[src/rtl/mult_div_unit_32.sv]
// rtl/mult_div_unit_32.sv - multi-cycle signed multiply/divide unit with HI/LO result registers
// Radix-2 shift-add multiply and restoring divide on magnitudes, one bit per cycle.
module mult_div_unit_32 #(
    parameter int WIDTH = 32
) (
    input  logic             clk,
    input  logic             reset_n,
    input  logic             start,
    input  logic [3:0]       alu_control,
    input  logic [WIDTH-1:0] operand_a,
    input  logic [WIDTH-1:0] operand_b,
    output logic             busy,
    output logic             done,
    output logic             div_by_zero,
    output logic [WIDTH-1:0] hi,
    output logic [WIDTH-1:0] lo
);
    localparam int CW = $clog2(WIDTH);
    localparam logic [3:0] OP_MULT = 4'b1000;
    localparam logic [3:0] OP_DIV  = 4'b1001;

    typedef enum logic [1:0] {IDLE, CALC, DONE} state_t;

    state_t               state_q, state_d;
    logic [CW-1:0]        cnt_q, cnt_d;
    logic                 is_div_q, is_div_d;
    logic                 neg_res_q, neg_res_d;
    logic                 neg_rem_q, neg_rem_d;
    logic [WIDTH-1:0]     a_mag_q, a_mag_d;
    logic [WIDTH-1:0]     b_mag_q, b_mag_d;
    logic [2*WIDTH-1:0]   acc_q, acc_d;
    logic [WIDTH:0]       rem_q, rem_d;
    logic                 dbz_q, dbz_d;
    logic [WIDTH-1:0]     hi_q, hi_d, lo_q, lo_d;

    logic [WIDTH:0]       sum;
    logic [2*WIDTH-1:0]   mul_next, prod_fin;
    logic [WIDTH+1:0]     shifted, diff;
    logic                 qbit;
    logic [WIDTH-1:0]     quo_next, rem_next;
    logic                 accept;

    // Multiply: low half of acc holds the multiplier and shifts out as product bits arrive.
    // Divide: low half of acc holds the dividend and shifts in quotient bits.
    always_comb begin
        sum      = {1'b0, acc_q[2*WIDTH-1:WIDTH]} + {1'b0, a_mag_q & {WIDTH{acc_q[0]}}};
        mul_next = {sum, acc_q[WIDTH-1:1]};
        prod_fin = neg_res_q ? (~mul_next + 1'b1) : mul_next;
        shifted  = {rem_q, acc_q[WIDTH-1]};
        diff     = shifted - {2'b00, b_mag_q};
        qbit     = ~diff[WIDTH+1];
        quo_next = {acc_q[WIDTH-2:0], qbit};
        rem_next = qbit ? diff[WIDTH-1:0] : shifted[WIDTH-1:0];
    end

    assign accept = start && ((alu_control == OP_MULT) || (alu_control == OP_DIV));

    always_comb begin
        state_d   = state_q;
        cnt_d     = cnt_q;
        is_div_d  = is_div_q;
        neg_res_d = neg_res_q;
        neg_rem_d = neg_rem_q;
        a_mag_d   = a_mag_q;
        b_mag_d   = b_mag_q;
        acc_d     = acc_q;
        rem_d     = rem_q;
        dbz_d     = dbz_q;
        hi_d      = hi_q;
        lo_d      = lo_q;
        case (state_q)
            IDLE: begin
                if (accept) begin
                    is_div_d  = (alu_control == OP_DIV);
                    neg_res_d = operand_a[WIDTH-1] ^ operand_b[WIDTH-1];
                    neg_rem_d = operand_a[WIDTH-1];
                    a_mag_d   = operand_a[WIDTH-1] ? (~operand_a + 1'b1) : operand_a;
                    b_mag_d   = operand_b[WIDTH-1] ? (~operand_b + 1'b1) : operand_b;
                    cnt_d     = '0;
                    dbz_d     = 1'b0;
                    rem_d     = '0;
                    if (alu_control == OP_DIV) begin
                        acc_d = {{WIDTH{1'b0}}, a_mag_d};
                    end else begin
                        acc_d = {{WIDTH{1'b0}}, b_mag_d};
                    end
                    state_d = CALC;
                    if ((alu_control == OP_DIV) && (operand_b == '0)) begin
                        hi_d    = operand_a;
                        lo_d    = '1;
                        dbz_d   = 1'b1;
                        state_d = DONE;
                    end
                end
            end
            CALC: begin
                cnt_d = cnt_q + 1'b1;
                if (is_div_q) begin
                    acc_d = {acc_q[2*WIDTH-1:WIDTH], quo_next};
                    rem_d = {1'b0, rem_next};
                end else begin
                    acc_d = mul_next;
                end
                if (cnt_q == CW'(WIDTH-1)) begin
                    state_d = DONE;
                    if (is_div_q) begin
                        lo_d = neg_res_q ? (~quo_next + 1'b1) : quo_next;
                        hi_d = neg_rem_q ? (~rem_next + 1'b1) : rem_next;
                    end else begin
                        hi_d = prod_fin[2*WIDTH-1:WIDTH];
                        lo_d = prod_fin[WIDTH-1:0];
                    end
                end
            end
            DONE:    state_d = IDLE;
            default: state_d = IDLE;
        endcase
    end

    always_ff @(posedge clk or negedge reset_n) begin
        if (!reset_n) begin
            state_q   <= IDLE;
            cnt_q     <= '0;
            is_div_q  <= 1'b0;
            neg_res_q <= 1'b0;
            neg_rem_q <= 1'b0;
            a_mag_q   <= '0;
            b_mag_q   <= '0;
            acc_q     <= '0;
            rem_q     <= '0;
            dbz_q     <= 1'b0;
            hi_q      <= '0;
            lo_q      <= '0;
        end else begin
            state_q   <= state_d;
            cnt_q     <= cnt_d;
            is_div_q  <= is_div_d;
            neg_res_q <= neg_res_d;
            neg_rem_q <= neg_rem_d;
            a_mag_q   <= a_mag_d;
            b_mag_q   <= b_mag_d;
            acc_q     <= acc_d;
            rem_q     <= rem_d;
            dbz_q     <= dbz_d;
            hi_q      <= hi_d;
            lo_q      <= lo_d;
        end
    end

    assign busy        = (state_q != IDLE);
    assign done        = (state_q == DONE);
    assign div_by_zero = dbz_q;
    assign hi          = hi_q;
    assign lo          = lo_q;
endmodule

[config.mk]
export PLATFORM = sky130hd
export DESIGN_NAME = mult_div_unit_32
export DESIGN_NICKNAME = d
export VERILOG_FILES = /design/src/rtl/mult_div_unit_32.sv
export SDC_FILE = /design/constraint.sdc
export NUM_CORES = 1
export LEC_CHECK = 0
export CAP_MARGIN = 10
export CORE_MARGIN = 2
export CORE_UTILIZATION = 40
export DETAILED_ROUTE_END_ITERATION = 6
export HOLD_SLACK_MARGIN = 0.1
export REMOVE_ABC_BUFFERS = 1
export SLEW_MARGIN = 20
export SYNTH_ARGS = -nofsm -noshare
export SYNTH_HDL_FRONTEND = slang
export SYNTH_SLANG_ARGS = --single-unit
[constraint.sdc]
create_clock -name clk -period 5.22 [get_ports clk]
set_clock_uncertainty 0.2 [all_clocks]
set_input_delay 1.044 -clock clk [delete_from_list [all_inputs] [get_ports clk]]
set_output_delay 1.044 -clock clk [all_outputs]
set_load 0.005 [all_outputs]
After elaboration in Yosys (flattened, before gate mapping)
Index checks and enable logic that the tools add are counted.

Add/sub/neg operators: 8. Reduce and logical (&&, ||, !) cells: 13. Muxes and demuxes: 30. Bitwise logic cells: 8. Equality and inequality tests: 10.

Operators with widths (number): $mux W32 (14); $mux W64 (3); $add A32 B1 Y32 const B (4); $not A32 Y32 (4); $pmux W32 S2 (2); $pmux W64 S2 (1); $mux W33 (2); $pmux W33 S2 (1); $add A64 B1 Y64 const B (1); $not A64 Y64 (1); $sub A34 B32 Y34 (1); $add A32 B32 Y33 (1); $and A32 B32 Y32 (1); $logic_not A32 Y1 (1); $ne A2 B2 Y1 const B (5); $pmux W5 S2 (1); $eq A4 B4 Y1 const B (2); $mux W2 (3); $reduce_and A2 Y1 (3); $reduce_and A3 Y1 (2); $add A5 B1 Y5 const B (1); $eq A5 B5 Y1 const B (1); $mux W5 (1); $pmux W2 S2 (1); 10 further kinds (12).

Input port bits: 71. Logic and storage cells: 82. Register bits: 236. Output and inout bits: 67.

Depth between registers and ports, before layout
Depth after elaboration: 8. Mapped depth: 25. Depth with buffers taken out: 19.

Least setup slack after synthesis
No wires, ideal clock.

Path kind: register to register. From: reg rem_q[13]. To: reg hi_q[28] (netlist: hi[28]). Cell stages (with the launch flop): 25. Path buffers: 6. Arrival: 5.360 ns. Setup time: 0.087 ns. Path slack: -0.427 ns. Clock period less this slack: 5.647 ns. Required time: 4.933 ns. Path through: dfrtp_1 > ha_1 > clkbuf_1 > and4_1 > clkbuf_1 > nand4_1 > a211oi_1 > o31ai_1 > nand2_1 > clkbuf_1 > buf_2 > buf_1 > buf_2 > nand2_1 > o21ai_0 > ha_1 > nand3_1 > nor3_1 > nand3_1 > o41ai_1 > nand3_1 > nor4_1 > mux2i_1 > a21oi_1 > a211oi_2.

Word-level cells in the longest chain between the ends: 8.

Ends and longest elaborated chain: start: declaration (RTL line 32) `logic [WIDTH:0] rem_q, rem_d;`; start signal: assignment (RTL line 143) `rem_q <= rem_d;`; $sub A34 B32 Y34 (RTL line 50) `diff = shifted - {2'b00, b_mag_q};`; $mux W32 * (RTL line 53) `rem_next = qbit ? diff[WIDTH-1:0] : shifted[WIDTH-1:0];`; $not A32 Y32 (RTL line 108) `hi_d = neg_rem_q ? (~rem_next + 1'b1) : rem_next;`; $add A32 B1 Y32 (RTL line 108); $mux W32 * (RTL line 108); $mux W32 * (RTL line 106) `if (is_div_q) begin`; $mux W32 * (RTL line 104) `if (cnt_q == CW'(WIDTH-1)) begin`; $pmux W32 S2 * (RTL line 71) `case (state_q)`; end signal: assignment (RTL line 145) `hi_q <= hi_d;`; end: declaration (RTL line 34) `logic [WIDTH-1:0] hi_q, hi_d, lo_q, lo_d;`.

Mark *: on every way between the ends. The rest lies on a longest branch, timed or not. The select of a mux whose other input is x is not followed. A chain may end at the register's enable or synchronous reset.

Worst setup path in the final report
From: reg acc_q[0]. To: reg hi_q[31] (netlist: hi[31]).

Word-level cells in the longest chain between the ends: 8.

Ends and longest elaborated chain: start: declaration (RTL line 31) `logic [2*WIDTH-1:0] acc_q, acc_d;`; start signal: assignment (RTL line 129) `acc_q <= '0;`; start signal: assignment (RTL line 142) `acc_q <= acc_d;`; $and A32 B32 Y32 * (RTL line 46) `sum = {1'b0, acc_q[2*WIDTH-1:WIDTH]} + {1'b0, a_mag_q & {WIDTH{acc_q[0]}}};`; $add A32 B32 Y33 * (RTL line 46); $not A64 Y64 (RTL line 48) `prod_fin = neg_res_q ? (~mul_next + 1'b1) : mul_next;`; $add A64 B1 Y64 (RTL line 48); $mux W64 * (RTL line 48); $mux W32 * (RTL line 106); $mux W32 * (RTL line 104); $pmux W32 S2 * (RTL line 71).

Marked as above.

==> flow_summary.toml <==
[status]
status = "finished with violations"
violations = "DRC"

[pwr]
total_power_mw = 15.6
vdd_drop_max_uv = 242
power.leakage_nw = 9.17
p_per_area_nw_per_um2 = 697

[placement]
gp_routability_congestion = 0.943
numPortBuffers = 137
dp_hpwl_um = 51800

[finish]
area_growth_pct = 17.9
drive_above_1_share_pct = 8.23
fin_util_pct = 47.9
n_antenna_cell = 0
fin_nets = 2661

[grt]
grt-ovfl-total = 0
grt_max_degree = 112
grtUsageTotal_pct = 27.1
grt_pass1_vias = 18069
antenna_found_initial = 0
grt_first_pass_wirelength_um = 105000

[sta]
slew_headroom_pct = 26.7
tightestPinTransition_ns = 1.10
setup_viol = 0
worst_hold_slack_ns = 0.269
fin_crit_ns = 5.00
period_share_pct = 95.8
rsz0062_at_grt = "no"
final_hold_viol_count = 0
max_freq_mhz = 200
slew_violations = 0

[setup_path]
cp_top_family = "compound AO/OA/AOI/OAI gates"
path_cells = "buf_4 -> and2_1 -> ha_1 -> a21o_1 -> a221oi_4 -> o21a_1 -> xnor2_1 -> or2_2 -> or4b_1 -> or2_1 -> o41a_1 -> a211o_1 -> nand4_1 -> a31oi_1"
ff2ff_path_depth = 14
path_max_fanout = 30
r2r_slack_ns = 0.22
cp_num_buf_inv = 1
worstSetupPathDepth = 14
timing.rr.start = "acc_q[0]"
crit_slowest_cell = "or4b_1"
cp.arrival_ns = 5.22
path_class = "reg -> reg"
worstSetupEndpointType = "register"
cp.required_ns = 5.44
r2r_end = "hi[31]"
critPathLaunchType = "register"
max_stage_delay_ns = 0.63

[synth]
syn_area_per_cell_um2 = 7.84
synth_fa_ha_area_share_pct = 4.90
ys_seq_area_share_pct = 31.0
synthSimpleGateAreaFrac_pct = 22.3
synthMuxAreaShare_pct = 3.48
synth_edf_count = 0
yosys_warnings = 0
synth_xor_area_share_pct = 10.3
synth_compound_area_share_pct = 23.1
synth_area_um2 = 19000
yosys.cell_types.count = 84
synth_ff_type = "dfrtp_1"
syn-instance-count = 2417
synth-async-reset-ratio_pct = 100
ys_seq_elements = 235
synth_top_family_by_area = "compound AO/OA/AOI/OAI gates"

[drt]
wl_met3_um = 4260
drcViolationCount = 1
met2_length_um = 31600
ant_nets = 0
wl_um = 68700
initialDrtViolationCount = 1564
firstDrtPassIters = 7
wl_met1_um = 30400
vias = 18864
top_layer = "met4"
via_per_inst = 6.00
wl_per_cell_um = 21.8

[floorplanning]
floorplan.die_area_um2 = 49200
die_h_um = 222
start_util_pct = 40.6
rows = 79
pin_count = 138
core_area_um2 = 46700
chipWidth_um = 222

[worst_hold_path]
hold_path_end = "a_mag_q[2]"
hold_path_startpoint = "a_mag_q[2]"
hold_depth = 2
hold_path.class = "reg -> reg"

[cts]
h-tree-depth = 1
ctsHoldBuffers = 0
clock_latency_ns = 0.57
cts_buffer_depth = 3
clkTransAtPathRegs_ns = 0.06
cts_tree = "done"
clock-root-buffer = "clkbuf_16"
cts_sinks = 235
numCtsBuffers = 29

[job]
maxCapViolCount = 0
logic make-up (layout without fill, tap and decap cells):
| family | after synthesis | in the layout |
|---|---|---|
| multiplexers | 64 | 64 |
| XOR/XNOR | 223 | 223 |
| adder cells (fa/ha/maj) | 73 | 73 |
| flip-flops | 235 | 235 |
| AND/OR/NAND/NOR | 881 | 881 |
| buffers and inverters | 240 | 361 |
| AO/OA/AOI/OAI | 701 | 701 |
registers in the layout, indices dropped and copies added (netlist names):
register and cells:
lo 32, b_mag_q 32, rem_q 32, state_q 2, neg_res_q 1, div_by_zero 1
a_mag_q 32, cnt_q 5, hi 32, neg_rem_q 1, acc_q 64, is_div_q 1
worst min-delay path, delay by kind of cell, from the launching register on:
kind | cells | cell delay (ns)
flip-flops | 1 | 0.33
AND/OR/NAND/NOR | 2 | 0.10
cells in the mapped netlist, types with 10 or more instances:
master	number	share of area (%)
xor2_1	99	4.6
o21a_1	13	0.51
a31oi_1	34	1.1
o41ai_1	15	0.69
and3_1	21	0.69
nand2b_1	19	0.63
nor3_1	45	1.2
inv_1	62	1.2
or3_1	39	1.3
nand3_1	107	2.8
and2_1	42	1.4
mux2i_1	57	3.0
a211oi_1	39	1.5
nand2_1	328	6.5
o31ai_1	41	1.6
o22ai_1	10	0.33
buf_1	14	0.28
a21o_1	19	0.75
dfrtp_1	235	31
nor2_1	161	3.2
nor4_1	14	0.46
clkbuf_1	153	3.0
a21oi_1	160	4.2
o211ai_1	20	0.79
or4_1	19	0.75
o21ai_0	246	6.5
ha_1	71	4.7
nor2b_1	20	0.66
o221ai_1	22	1.0
nand4_1	21	0.69
xnor2_1	124	5.7
routing by layer:
metal  vias to the layer above  GRT usage (%)
li1                       8880              -
met1                      9195           37.3
met2                       679           44.0
met3                       110           3.23
met4                         0           9.39
met5                         -              0
area by class of cell:
type                    instances  area (um2)
well taps                     607         759
multi-input cells            1942       12300
repair buffers                246        2290
inverters                      63         239
fillers                      4619       24300
flip-flops and latches        235        5890
clock buffers                  43         838
clock inverters                 9        97.6
how the worst max path moves through the flow:
stage | start | end | slack (ns)
2_1_floorplan | alu_control[1] | acc_q[25] | -1.25
3_3_place_gp | operand_b[0] | lo[22] | -0.38
3_5_place_dp | operand_b[0] | lo[4] | -0.44
4_1_cts | rem_q[9] | hi[30] | 0.07
5_1_grt | rem_q[11] | hi[28] | 0.02
6_report | acc_q[0] | hi[31] | 0.22
report_power, final:
part	total, mW	switching [mW]	leakage [nW]	internal [mW]
registers	3.23	0.741	2.77	2.49
clock network	2.04	0.839	0.462	1.20
logic	10.3	6.37	5.94	3.94
total	15.6	7.95	9.17	7.63
cell usage in the layout (no fill, tap or decap), drive strengths merged, types with 8 or more instances in the layout:
master         netlist  layout
a211oi              40      40
a21o                19      19
a21oi              160     160
a221oi               9       9
a31oi               34      34
and2                44      44
and3                21      21
buf                 24     109
clkbuf             153      44
clkdlybuf4s50        0     136
dfrtp              235     235
ha                  71      71
inv                 62      63
mux2i               57      57
nand2              328     328
nand2b              20      20
nand3              107     107
nand4               21      21
nor2               161     161
nor2b               20      20
nor3                45      45
nor4                15      15
o211ai              20      20
o21a                13      13
o21ai              247     247
o221ai              22      22
o22ai               10      10
o31a                 9       9
o31ai               42      42
o41ai               15      15
or2                  8       8
or3                 41      41
or4                 22      22
xnor2              124     124
xor2                99      99
stage by stage:
step | setup TNS (ns) | setup slack, ns | cells | instance area [um2]
after global routing | 0 | 0.0169 | 3145 | 22400
after CTS | 0 | 0.0657 | 3140 | 22200
final | 0 | 0.219 | 3145 | 22400
after global placement | -20.14 | -0.384 | 3088 | 21300
after detailed placement | -23.78 | -0.445 | 3088 | 21300
after floorplan | -118.04 | -1.25 | 2240 | 18300
repair_timing:
action,in CTS,in global routing
resized for setup,0,17
setup endpoints to repair,0,53
buffers inserted,0,4
No activity file was read; power rests on OpenSTA's default activity.
==> patch (same settings) <==
Make the reset (`reset_n`) synchronous in one clocked block.
--- a/src/rtl/mult_div_unit_32.sv
+++ b/src/rtl/mult_div_unit_32.sv
@@ -117,7 +117,7 @@
         endcase
     end
 
-    always_ff @(posedge clk or negedge reset_n) begin
+    always_ff @(posedge clk) begin
         if (!reset_n) begin
             state_q   <= IDLE;
             cnt_q     <= '0;
Function: differs if reset_n is asserted again (counterexample within 4 cycles, from zero or initial values and one cycle with reset_n low); with reset_n held inactive, the same outputs for 4 cycles.
==> patch against the original RTL <==
- area after synthesis up 2.4%
- setup slack worse by 0.028 ns
- worst hold slack got worse by 0.0077 ns
- final area increased by 0.97%
- routed wire length up 11%
- sequential cell count unchanged
- first-iteration DRC count rose by 27%
- synthesized cell count rose by 10%
- largest cell class unchanged
Power is not compared: it rests on default switching activity, and its combinational part moved more than twofold at a synthesized area within 25%.
==> patch: results (changes against the original RTL) <==
Status: finished clean
Largest net degree at the start of global routing: 128 (+14%)
Seq/Total Area, Yosys: 24.24% (-6.8 points)
First-pass detailed-route iteration total: 6 (-1)
Layout cells sized above 1: 8.938% (+0.70 points)
Port bufs: 137 (unchanged)
CTS root buf: clkbuf_16
CTS Buffer Depth: 3 (unchanged)
Pleak: 8.508 nW
Cell row count: 80 (+1.3%)
CTS Buf Count: 28 (-3.4%)
Layout fillers: 4,894 (+6.0%)
Crit path DAT: 5.32 ns (+0.10 ns)
Worst slew pin tran: 1.072 ns (-0.02363 ns)
Cell count of the worst reg-to-reg path: 16 (+2)
Via count: 20,910 (+11%)
H-tree depth: 1 (unchanged)
First-pass GRT wire length: 115,500 µm (+9.5%)
DR iter-0 viols: 1,988 (+27%)
ANT cells: 0 (unchanged)
Max IR drop VDD: 0.1937 mV
Skew-Pair Late Insertion Delay: 0.58 ns
Total Routing Usage GR: 29.15% (+2.1 points)
Post-DP Area: 21,500 µm² (+1.0%)
Final HPWL DP: 57,690 µm (+11%)
GPL Wtd Cong: 0.9836 (+4.3%)
PwrDens: 243.3 nW/µm²
Min-Delay Path Class: reg -> reg
Max reg flops: 64 (unchanged)
CP Max Fanout: 6 (-80%)
Dominant cells by area after synthesis: dfxtp_1 24%, a211oi_1 6.2%, nor2_1 5.6%, nand2_1 5.1%, a21oi_1 4.9%
Async SR Flop Fraction: 0% (-100 points)
Yosys cell types: 103 (+23%)
Register name with the most flops: acc_q
Final net count: 2,864 (+7.6%)
Most common flop cell mapped by yosys: dfxtp_1
Avg WL per Cell: 22.66 µm (+3.7%)
Top post-synthesis cells by count: 292 x nor2_1, 263 x nand2_1, 235 x dfxtp_1
Hold Path Stages: 1 (-1)
Clock transition at path regs: 0.06 ns (about the same)
Initial antenna violation count: 0 (unchanged)
Yosys warns: 0 (unchanged)
Number of global-route vias before repair: 19,500 (+7.9%)
==> patch: final cells by class <==
type,instances,share of cell area (%)
Clock inverter,11,0.7537
Inverter,66,1.119
Sequential cell,235,20.87
Multi-Input combinational cell,2140,60.19
Tap cell,615,3.408
Clock buffer,40,3.663
Timing Repair Buffer,249,9.998
==> patch: cells by family (layout without fill, tap and decap cells) <==
logic type	count (synthesis)	count (layout)	share of synthesized area (%)
and+or+nand+nor	975	975	24.22
AOI/OAI and AO/OA	853	853	29.34
buffers and inverters	283	366	6.235
DFF	235	235	24.24
xor gates and xnor gates	182	182	8.214
adders and majority gates	73	73	4.784
muxes	57	57	2.972
==> patch: metal layers <==
metal	GRT usage [%]	up-vias	part of all wire, %
li1	-	9874	-
met1	39.20	9972	43
met2	48.01	895	46
met3	3.070	164	6.8
met4	11.43	0	4.3
met5	0	-	0
==> patch: worst paths after layout <==
check        slack [ns]                     to                    from
max                0.19    hi[27]$_SDFFE_PN0P_  acc_q[31]$_SDFFE_PN0P_
min reg2reg        0.26  cnt_q[3]$_SDFFE_PN0P_   cnt_q[3]$_SDFFE_PN0P_
min                0.26  cnt_q[3]$_SDFFE_PN0P_   cnt_q[3]$_SDFFE_PN0P_
max reg2reg        0.19    hi[27]$_SDFFE_PN0P_  acc_q[31]$_SDFFE_PN0P_
==> patch: stage by stage <==
stage / instances / setup slack (ns) / power [W]
6_report: 3356 / 0.1907 / 0.005494
2_1_floorplan: 2441 / -2.142 / 0.002770
3_5_place_dp: 3302 / -0.05987 / 0.003324
3_3_place_gp: 3302 / -0.007895 / 0.003314
5_1_grt: 3356 / 0.005805 / 0.005694
4_1_cts: 3353 / 0.1152 / 0.005469
==> patch: critical path, cell delays in order, from the launching register on <==
cell      delay [ns]
dfxtp_1         0.32
inv_1           0.15
ha_1            0.19
inv_1           0.05
fa_1            0.48
a211oi_2        0.26
o21ai_1         0.16
a211oi_1        0.43
buf_4           0.24
mux2i_1         0.29
o22ai_1         0.16
a22oi_1         0.25
or4b_1          0.54
or3_1           0.44
and3_1          0.20
or3_1           0.40
a31oi_1         0.17
==> patch: power groups by stage <==
| stage | clock, W | sequential (W) | combinational [W] |
|---|---|---|---|
| 6_report | 0.00215 | 0.00188 | 0.00146 |
| 2_1_floorplan | 0 | 0.00191 | 0.000859 |
| 5_1_grt | 0.00224 | 0.00189 | 0.00157 |
| 4_1_cts | 0.00218 | 0.00188 | 0.00141 |
| 3_5_place_dp | 0 | 0.00192 | 0.00140 |
| 3_3_place_gp | 0 | 0.00192 | 0.00139 |
==> patch: what timing repair did <==
item	CTS	global route
setup buffers	0	3
endpoints found under the hold margin	0	0
pin swaps	0	4
gates resized for setup	1	12
endpoints found under the setup margin	1	8
